<file path="src/rtl/io_stall_ctrl_if.sv">
// Handshake bundle between the IO stall controller and the CPU/front-panel side.
interface io_stall_ctrl_if;
    logic        in_inst;
    logic        out_inst;
    logic        btn;
    logic        pc_en;
    logic        in_wait;
    logic        out_wait;
    logic        in_capture;
    logic        out_latch;
    logic [31:0] stall_count;

    modport master (
        output in_inst, out_inst, btn,
        input  pc_en, in_wait, out_wait, in_capture, out_latch, stall_count
    );

    modport slave (
        input  in_inst, out_inst, btn,
        output pc_en, in_wait, out_wait, in_capture, out_latch, stall_count
    );
endinterface

</file>
<file path="src/rtl/io_stall_ctrl.sv">
// Stalls the PC on IO instructions until a debounced button press confirms them,
// then commits exactly one capture/latch pulse per press.
module io_stall_ctrl #(
    parameter int unsigned DB_CYCLES = 6,
    parameter int unsigned CW        = 3
) (
    input  logic       CLK,
    input  logic       reset,
    io_stall_ctrl_if.slave bus
);
    localparam int unsigned SCW = 32;
    localparam logic [CW-1:0]  CNT_LAST = CW'(DB_CYCLES - 1);
    localparam logic [SCW-1:0] SAT_MAX  = '1;

    typedef enum logic [2:0] {
        RUN      = 3'd0,
        WAIT     = 3'd1,
        DEBOUNCE = 3'd2,
        COMMIT   = 3'd3,
        RELEASE  = 3'd4
    } state_t;

    state_t         state;
    logic           kind_in;
    logic [CW-1:0]  cnt;
    logic           sync1;
    logic           btn_s;
    logic [SCW-1:0] stall_q;

    logic pc_en_w;
    logic waiting;
    logic io_req;

    // Decoded outputs depend only on state, kind and the instruction flags.
    assign io_req  = bus.in_inst | bus.out_inst;
    assign waiting = (state == WAIT) || (state == DEBOUNCE);
    assign pc_en_w = (state == RUN) ? !io_req : (state == COMMIT);

    assign bus.pc_en       = pc_en_w;
    assign bus.in_wait     = waiting && kind_in;
    assign bus.out_wait    = waiting && !kind_in;
    assign bus.in_capture  = (state == COMMIT) && kind_in;
    assign bus.out_latch   = (state == COMMIT) && !kind_in;
    assign bus.stall_count = stall_q;

    always_ff @(posedge CLK or posedge reset) begin
        if (reset) begin
            state   <= RUN;
            kind_in <= 1'b1;
            cnt     <= '0;
            sync1   <= 1'b0;
            btn_s   <= 1'b0;
            stall_q <= '0;
        end else begin
            sync1 <= bus.btn;
            btn_s <= sync1;

            if (!pc_en_w && (stall_q != SAT_MAX)) begin
                stall_q <= stall_q + 32'd1;
            end

            case (state)
                RUN: begin
                    if (io_req) begin
                        kind_in <= bus.in_inst;
                        state   <= WAIT;
                    end
                end
                WAIT: begin
                    if (btn_s) begin
                        cnt   <= CW'(1);
                        state <= DEBOUNCE;
                    end
                end
                DEBOUNCE: begin
                    if (!btn_s) begin
                        cnt   <= '0;
                        state <= WAIT;
                    end else if (cnt == CNT_LAST) begin
                        state <= COMMIT;
                    end else begin
                        cnt <= cnt + CW'(1);
                    end
                end
                COMMIT: begin
                    cnt   <= '0;
                    state <= RELEASE;
                end
                RELEASE: begin
                    // A held button must be let go before the next IO instruction can commit.
                    if (!btn_s) begin
                        state <= RUN;
                    end
                end
                default: begin
                    state <= RUN;
                end
            endcase
        end
    end
endmodule

</file>
<file path="src/flat_wrapper.sv">
// flat-port wrapper written by rule: the top's interface ports become plain ports
module io_stall_ctrl_flat 
#(
    parameter int unsigned DB_CYCLES = 6,
    parameter int unsigned CW        = 3
)
  (CLK, reset, bus_in_inst, bus_out_inst, bus_btn, bus_pc_en, bus_in_wait, bus_out_wait, bus_in_capture, bus_out_latch, bus_stall_count);
  io_stall_ctrl_if bus_i ();
  input  logic CLK;
  input  logic reset;
  input wire logic [$bits(bus_i.in_inst)-1:0] bus_in_inst;
  input wire logic [$bits(bus_i.out_inst)-1:0] bus_out_inst;
  input wire logic [$bits(bus_i.btn)-1:0] bus_btn;
  output wire logic [$bits(bus_i.pc_en)-1:0] bus_pc_en;
  output wire logic [$bits(bus_i.in_wait)-1:0] bus_in_wait;
  output wire logic [$bits(bus_i.out_wait)-1:0] bus_out_wait;
  output wire logic [$bits(bus_i.in_capture)-1:0] bus_in_capture;
  output wire logic [$bits(bus_i.out_latch)-1:0] bus_out_latch;
  output wire logic [$bits(bus_i.stall_count)-1:0] bus_stall_count;
  assign bus_i.in_inst = bus_in_inst;
  assign bus_i.out_inst = bus_out_inst;
  assign bus_i.btn = bus_btn;
  assign bus_pc_en = bus_i.pc_en;
  assign bus_in_wait = bus_i.in_wait;
  assign bus_out_wait = bus_i.out_wait;
  assign bus_in_capture = bus_i.in_capture;
  assign bus_out_latch = bus_i.out_latch;
  assign bus_stall_count = bus_i.stall_count;
  io_stall_ctrl #(.DB_CYCLES(DB_CYCLES), .CW(CW)) u_core (.CLK(CLK), .reset(reset), .bus(bus_i));
endmodule
</file>
<file path="config.mk">
export PLATFORM = sky130hd
export DESIGN_NAME = io_stall_ctrl_flat
export DESIGN_NICKNAME = d
export VERILOG_FILES = /design/src/rtl/io_stall_ctrl_if.sv /design/src/rtl/io_stall_ctrl.sv /design/src/flat_wrapper.sv
export SDC_FILE = /design/constraint.sdc
export NUM_CORES = 1
export LEC_CHECK = 0
export CAP_MARGIN = 20
export CORE_AREA = 2 2 69 77
export CTS_CLUSTER_SIZE = 28
export DETAILED_ROUTE_END_ITERATION = 8
export DIE_AREA = 0 0 71 79
export PLACE_DENSITY = 0.7
export RECOVER_POWER = 50
export SLEW_MARGIN = 25
export SYNTH_ARGS = -nofsm -noshare
export SYNTH_HDL_FRONTEND = slang
export SYNTH_SLANG_ARGS = --single-unit
</file>
<file path="constraint.sdc">
create_clock -name CLK -period 3.4 [get_ports CLK]
set_input_delay 0.68 -clock CLK [delete_from_list [all_inputs] [get_ports CLK]]
set_output_delay 0.68 -clock CLK [all_outputs]
set_load 0.01 [all_outputs]
</file>
==> results of run 1 <==
[layout make-up]
type	instances	area [um^2]	share of cell area, %
clock buffers	6	72.6	2.74
clock inverters	2	10.0	0.378
inverters	6	23.8	0.899
multi-input cells	142	1020	38.5
flip-flops and latches	41	1030	38.8
well taps	58	72.6	2.74
repair buffers	43	422	15.9
[metal layers]
metal	track usage, %	up-vias
met3	3.55	5
met5	0	-
li1	-	795
met1	23.1	770
met4	6.23	0
met2	26.7	40
[through the flow]
stage               cell area (um^2)  setup WS, ns
floorplan                       2110          1.28
global placement                2570         0.277
detailed placement              2570         0.278
CTS                             2650         0.262
global route                    2650         0.176
finish                          2650         0.249
[cell families after synthesis]
group | after synthesis | synth area share, %
AND/OR/NAND/NOR | 89 | 25.3
flip-flops | 41 | 48.6
XOR/XNOR | 31 | 12.8
AO/OA/AOI/OAI | 17 | 7.11
buffers and inverters | 12 | 3.08
adder cells (fa/ha/maj) | 3 | 1.78
multiplexers | 2 | 1.24
[power by group through the flow]
stage | Sequential (mW) | Clock [mW] | Combinational, mW
CTS | 0.715 | 0.317 | 0.534
floorplan | 0.688 | 0 | 0.365
detailed placement | 0.723 | 0 | 0.534
global route | 0.738 | 0.339 | 0.581
finish | 0.715 | 0.308 | 0.520
global placement | 0.720 | 0 | 0.520
[how the worst max path moves through the flow]
stage,slack (ns),endpoint,startpoint
floorplan,1.28,bus_pc_en,bus_out_inst
global placement,0.28,bus_pc_en,bus_out_inst
detailed placement,0.28,bus_pc_en,bus_out_inst
CTS,0.26,bus_pc_en,bus_out_inst
global route,0.18,bus_pc_en,bus_out_inst
finish,0.25,bus_pc_en,bus_out_inst
[registers in the layout, summed over array words and instances (netlist names)]
signal / flops
u_core.sync1: 1
u_core.kind_in: 1
u_core.bus.stall_count: 32
u_core.cnt: 3
u_core.btn_s: 1
u_core.state: 3
[worst max-delay path: cells and delay by family]
family                 cells  cell delay (ns)
buffers and inverters      3             1.03
and+or+nand+nor            1             0.51
AOI/OAI and AO/OA          1             0.25
[Yosys cell counts, drive strengths merged]
library cell	number	area, um^2
buf	6	41.3
nor3b	2	15.0
dfrtp	40	1000
and3	8	50.1
and4	2	17.5
o21ai	3	15.0
a21oi	4	20.0
and2	2	12.5
or2	1	6.26
nand4	22	144
mux2	2	26.3
o311a	1	10.0
a21o	1	7.51
inv	5	18.8
a22o	1	8.76
ha	3	37.5
o32a	1	10.0
dfstp	1	26.3
nor3	8	45.0
o311ai	1	16.3
a311oi	1	8.76
or4	1	11.3
o21a	1	7.51
clkinv	1	5.00
nand3	9	45.0
xnor2	21	184
nand3b	2	15.0
or3	1	6.26
nor4b	2	23.8
or4b	1	10.0
nor4	2	33.8
nand2	15	58.8
a2111oi	2	30.0
xor2	10	87.6
nor2	11	41.3
a41oi	1	16.3
==> run_results.csv, run 1 <==
group,metric,value,unit
pwr,seqPwrFrac,46.3,%
finish,drive_gt1_share,10.0,%
worst_setup_path,r2r-end,"u_core.bus.stall_count[9]",
worst_setup_path,critPathKind,"in2out",
grt,overflow,0,
cts,cts_hold_buf,0,
pwr,power.total,1.54,mW
sta,fmax,317,MHz
routing,wl_met3,239,um
sta,setup_viol_count_final,0,
finish,mostFrequentLayoutCell,"dfrtp_1",
run_status,status,"complete, but fails checks",
hold_path,hold-path-cell-count,0,
grt,antenna_found_initial,0,
hold_path,hold_class,"reg2reg",
worst_setup_path,crit_fanout,4,
grt,grt_usage,17.0,%
grt,grt_max_degree,42,
synthesis,ys_types,44,
finish,layout.cells.most_common_list,"dfrtp_1 (40), clkdlybuf4s50_1 (31), nand4_1 (21), xnor2_1 (21), nand2_1 (14)",
cts,cts.sinks,41,
pwr,ir_drop,241,uV
die,die-width,71,um
worst_setup_path,cp.arrival,2.47,ns
routing,drtPass1Iterations,4,
die,std_cell_rows,27,
sta,maxSlewViolCount,42,
sta,clock-skew-final,0.00595,ns
worst_setup_path,crit_top_cell,"clkdlybuf4s50_1",
cts,cts_tree,"built",
sta,min_period,3.15,ns
worst_setup_path,reg2reg_from,"u_core.bus.stall_count[12]",
pwr,switching_power,540,uW
pwr,power.share.combinational,33.7,%
synthesis,yosysWarnings,0,
die,dieArea,5610,um^2
grt,grt_pass1_vias,1553,
finish,layout.nets,247,
hold_path,min_from,"u_core.sync1",
routing,drcViolationCount,0,
synthesis,synth_area,2110,um^2
die,pin_count,42,
sta,worst_pin_slew,2.15,ns
placed_design,portBuffers,41,
run_status,violations,"capacitance limit, slew limit",
routing,wl_met2,2.06,mm
sta,min_period_over_period,92.7,%
pwr,clkPwrFrac,20.0,%
worst_setup_path,slowest_stage,"clkdlybuf4s50_1",
cts,path_clk_slew,0.08,ns
synthesis,syn_avg_cell_area,10.8,um^2
worst_setup_path,slowest_delay,0.53,ns
cts,cts_buffers,5,
worst_setup_path,start_kind,"input pin",
cts,cts_buffer_depth,2,
finish,antenna_cells,0,
worst_setup_path,crit_path_cell_trace,"clkdlybuf4s50_1, or4_1, a21o_1, clkinv_2, clkdlybuf4s50_1",
sta,hold_violations,0,
sta,holdWs,0.376,ns
finish,syn2layout_area_growth,25.2,%
worst_setup_path,rr_worst_depth,6,
placed_design,gp_congestion,0.763,
hold_path,hold_end,"u_core.btn_s",
grt,grt_pass1_wl,7.53,mm
cts,h-tree-depth,2,
sta,rsz0062_at_grt,"no",
routing,dr.max_layer_used,"met4",
pwr,netSwitchingFraction,35.0,%
die,core_region_area,4900,um^2
placed_design,dp_cells,290,
routing,vias_per_cell,5.40,
pwr,p_leak,1.11,nW
run,timing.max_cap.violations,1,
routing,postRouteAntennaNets,0,
finish,final_util,54.0,%
sta,finalSetupTns,0,ns
pwr,internal-power,1.00,mW
synthesis,ys_seq_area_share,48.6,%
routing,routed_wirelength,4.43,mm
finish,fill_cells,440,
cts,cts-root-buf,"clkbuf_8",
cts,clk_latency,0.29,ns
routing,initialDrtViolationCount,50,
finish,fin_cells,298,
synthesis,syn_nets,203,
worst_setup_path,crit_path_end_kind,"primary output",
pwr,powerDensity,583,nW/um^2
worst_setup_path,r2r_slack,1.03,ns
routing,wire_per_inst,14.9,um
die,dieHeight,79,um
worst_setup_path,crit_required,2.72,ns
placed_design,hpwl,3.10,mm
synthesis,syn_inst,195,
cts,ctsResizeCount,0,
routing,vias,1610,
routing,wl_met1,2.07,mm
die,initial_core_util,43.1,%
cts,post_cts_buffers,0,
sta,max-slew-margin-rel,-43.5,%
synthesis,ys_ff_latch,41,
Power figures use the tool's default switching activity.
==> run 2: changes to the inputs <==
--- a/config.mk
+++ b/config.mk
@@ -6,11 +6,11 @@
 export NUM_CORES = 1
 export LEC_CHECK = 0
 export CAP_MARGIN = 20
-export CORE_AREA = 2 2 69 77
+export CORE_AREA = 2 2 63 71
 export CTS_CLUSTER_SIZE = 28
 export DETAILED_ROUTE_END_ITERATION = 8
-export DIE_AREA = 0 0 71 79
-export PLACE_DENSITY = 0.7
+export DIE_AREA = 0 0 65 73
+export PLACE_DENSITY = 0.86
 export RECOVER_POWER = 50
 export SLEW_MARGIN = 25
 export SYNTH_ARGS = -nofsm -noshare
==> run 2 against run 1 <==
  * The flow still finishes with violations (capacitance limit, slew limit)
  * Highest routed layer unchanged
  * Power increased by 6.4%
  * Count of clock-buffer cells in the layout grew 1
  * Fmax shrank 0.95%
  * Clock power is 29% higher
  * Utilization increased by 11 points
  * Combinational power increased by 1%
  * Worst setup slack got worse by 0.030 ns
  * Wire length shrank 2.2%
  * Largest cell class unchanged
  * Critical endpoint unchanged
  * Die area down 15%
  * Largest power group unchanged
==> run_results.csv, run 2 (same netlist as run 1, synthesis figures left out) <==
group,metric,value,unit
finish,mostFrequentLayoutCell,"dfrtp_1",
worst_setup_path,slowest_delay,0.53,ns
finish,fill_cells,329,
cts,cts_buffers,5,
worst_setup_path,cpLargestDelayFamily,"buffers and inverters",
grt,grt_pass1_wl,7.44,mm
routing,vias_per_cell,5.59,
finish,largest_register_ffs,32,
grt,grt_max_degree,42,
sta,fin_ws,0.219,ns
worst_setup_path,slowest_stage,"clkdlybuf4s50_1",
finish,layout.cells.most_common_list,"dfrtp_1 (40), clkdlybuf4s50_1 (30), nand4_1 (21), xnor2_1 (21), nand2_1 (14)",
sta,setup_viol_count_final,0,
finish,antenna_cells,0,
pwr,clkPwrFrac,24.3,%
die,initial_core_util,51.6,%
routing,postRouteAntennaNets,0,
pwr,powerDensity,613,nW/um^2
sta,clock-skew-final,0.00547,ns
placed_design,dp_slack,0.244,ns
pwr,switching_power,539,uW
worst_setup_path,critPathKind,"in2out",
run,timing.max_cap.violations,1,
sta,min_period_over_period,93.6,%
cts,cts.sinks,41,
pwr,seqPwrFrac,43.7,%
sta,worst_pin_slew,2.13,ns
placed_design,hpwl,3.02,mm
die,dieArea,4750,um^2
worst_setup_path,crit_path_end_kind,"primary output",
worst_setup_path,crit_required,2.72,ns
die,core_region_area,4100,um^2
sta,rsz0062_at_grt,"no",
cts,ctsResizeCount,0,
cts,cts_tree,"built",
worst_setup_path,cp.arrival,2.50,ns
die,std_cell_rows,25,
sta,hold_violations,0,
sta,fmax,314,MHz
pwr,internal-power,1.10,mW
placed_design,portBuffers,41,
worst_setup_path,path_buf_inv,3,
pwr,power.share.combinational,32.0,%
cts,h-tree-depth,2,
sta,finalSetupTns,0,ns
placed_design,gp_congestion,0.888,
sta,max-slew-margin-rel,-42.2,%
pwr,netSwitchingFraction,32.8,%
worst_setup_path,crit_fanout,4,
grt,overflow,0,
pwr,p_leak,1.13,nW
cts,cts-root-buf,"clkbuf_8",
die,pin_count,42,
hold_path,hold_class,"reg2reg",
die,die-width,65,um
routing,initialDrtViolationCount,62,
finish,fin_area,2680,um^2
run_status,status,"complete, but fails checks",
routing,drtPass1Iterations,4,
worst_setup_path,start_kind,"input pin",
finish,layout.nets,247,
routing,routed_wirelength,4.33,mm
cts,post_cts_buffers,0,
cts,cts_hold_buf,0,
sta,min_period,3.18,ns
die,dieHeight,73,um
cts,cts_buffer_depth,2,
pwr,ir_drop,233,uV
grt,antenna_found_initial,0,
finish,multi_input_area,1020,um^2
routing,wire_per_inst,14.7,um
grt,grt_usage,20.4,%
routing,drcViolationCount,0,
worst_setup_path,crit_path_cell_trace,"clkdlybuf4s50_1, or4_4, a21o_1, clkinv_2, clkdlybuf4s50_1",
finish,drive_gt1_share,10.4,%
worst_setup_path,crit_path_start,"bus_out_inst",
cts,path_clk_slew,0.07,ns
finish,seqCellArea,1030,um^2
cts,clk_latency,0.29,ns
grt,grt_pass1_vias,1594,
worst_setup_path,crit_top_cell,"clkdlybuf4s50_1",
run_status,violations,"capacitance limit, slew limit",
sta,maxSlewViolCount,42,
finish,syn2layout_area_growth,26.7,%
routing,vias,1643,
hold_path,min_from,"u_core.sync1",
worst_setup_path,reg2reg_from,"u_core.bus.stall_count[12]",
placed_design,placed_area,2560,um^2
run 2: cell count changes in the layout (fill, tap and decap cells not counted):
| cell | change |
|---|---|
| bufinv_16 | +1 |
| clkinv_2 | -2 |
| or4_1 | -1 |
| clkbuf_8 | +1 |
| or4_4 | +1 |
| dlygate4sd3_1 | +1 |
| clkdlybuf4s50_1 | -1 |
run 2: cell type report:
| class | instances | area share, % |
|---|---|---|
| timing repair buffer | 43 | 15.7 |
| clock buffer | 7 | 3.22 |
| tap | 54 | 2.52 |
| multi-input combinational | 142 | 38.1 |
| sequential | 41 | 38.4 |
| clock inverter | 1 | 1.12 |
| inverter | 6 | 0.888 |
run 2: through the flow:
stage	util [%]	power, mW	hold WS [ns]	std cells
after floorplan	-	1.05	0.331	195
after global placement	62.6	1.23	0.346	286
after detailed placement	62.6	1.26	0.352	286
after CTS	65.4	1.66	0.370	294
after global routing	65.3	1.75	0.381	294
final	65.3	1.64	0.361	294
run 2: power groups by stage:
stage,logic (mW),registers [mW],clock network (mW)
after detailed placement,0.531,0.725,0
after CTS,0.534,0.717,0.413
after global placement,0.513,0.718,0
final,0.526,0.718,0.398
after floorplan,0.365,0.688,0
after global routing,0.578,0.738,0.433
run 2: worst paths after layout:
check                                        endpoint  slack (ns)  cells past startpoint
hold / removal                           u_core.btn_s        0.36                      0
setup / recovery                            bus_pc_en        0.22                      5
max in group asynchronous  u_core.bus.stall_count[26]        0.58                      3
min in group asynchronous               u_core.cnt[2]        1.60                      3
hold reg to reg                          u_core.btn_s        0.36                      0
setup reg to reg            u_core.bus.stall_count[1]        0.97                      5
run 2: per-layer routing:
layer	wire [um]	share of wire [%]	up-vias	global-route usage [%]
met5	0	0	-	0
met4	70	1.6	0	9.22
met3	173	4.0	9	4.94
met2	2180	50	37	33.0
met1	1910	44	800	26.1
li1	-	-	797	-
run 2: worst reg2reg max path, stage by stage (launching register included):
cell	delay [ns]
dfrtp_1	0.46
nand4_1	0.28
nor3_2	0.52
a41oi_2	0.46
buf_4	0.32
mux2_4	0.29
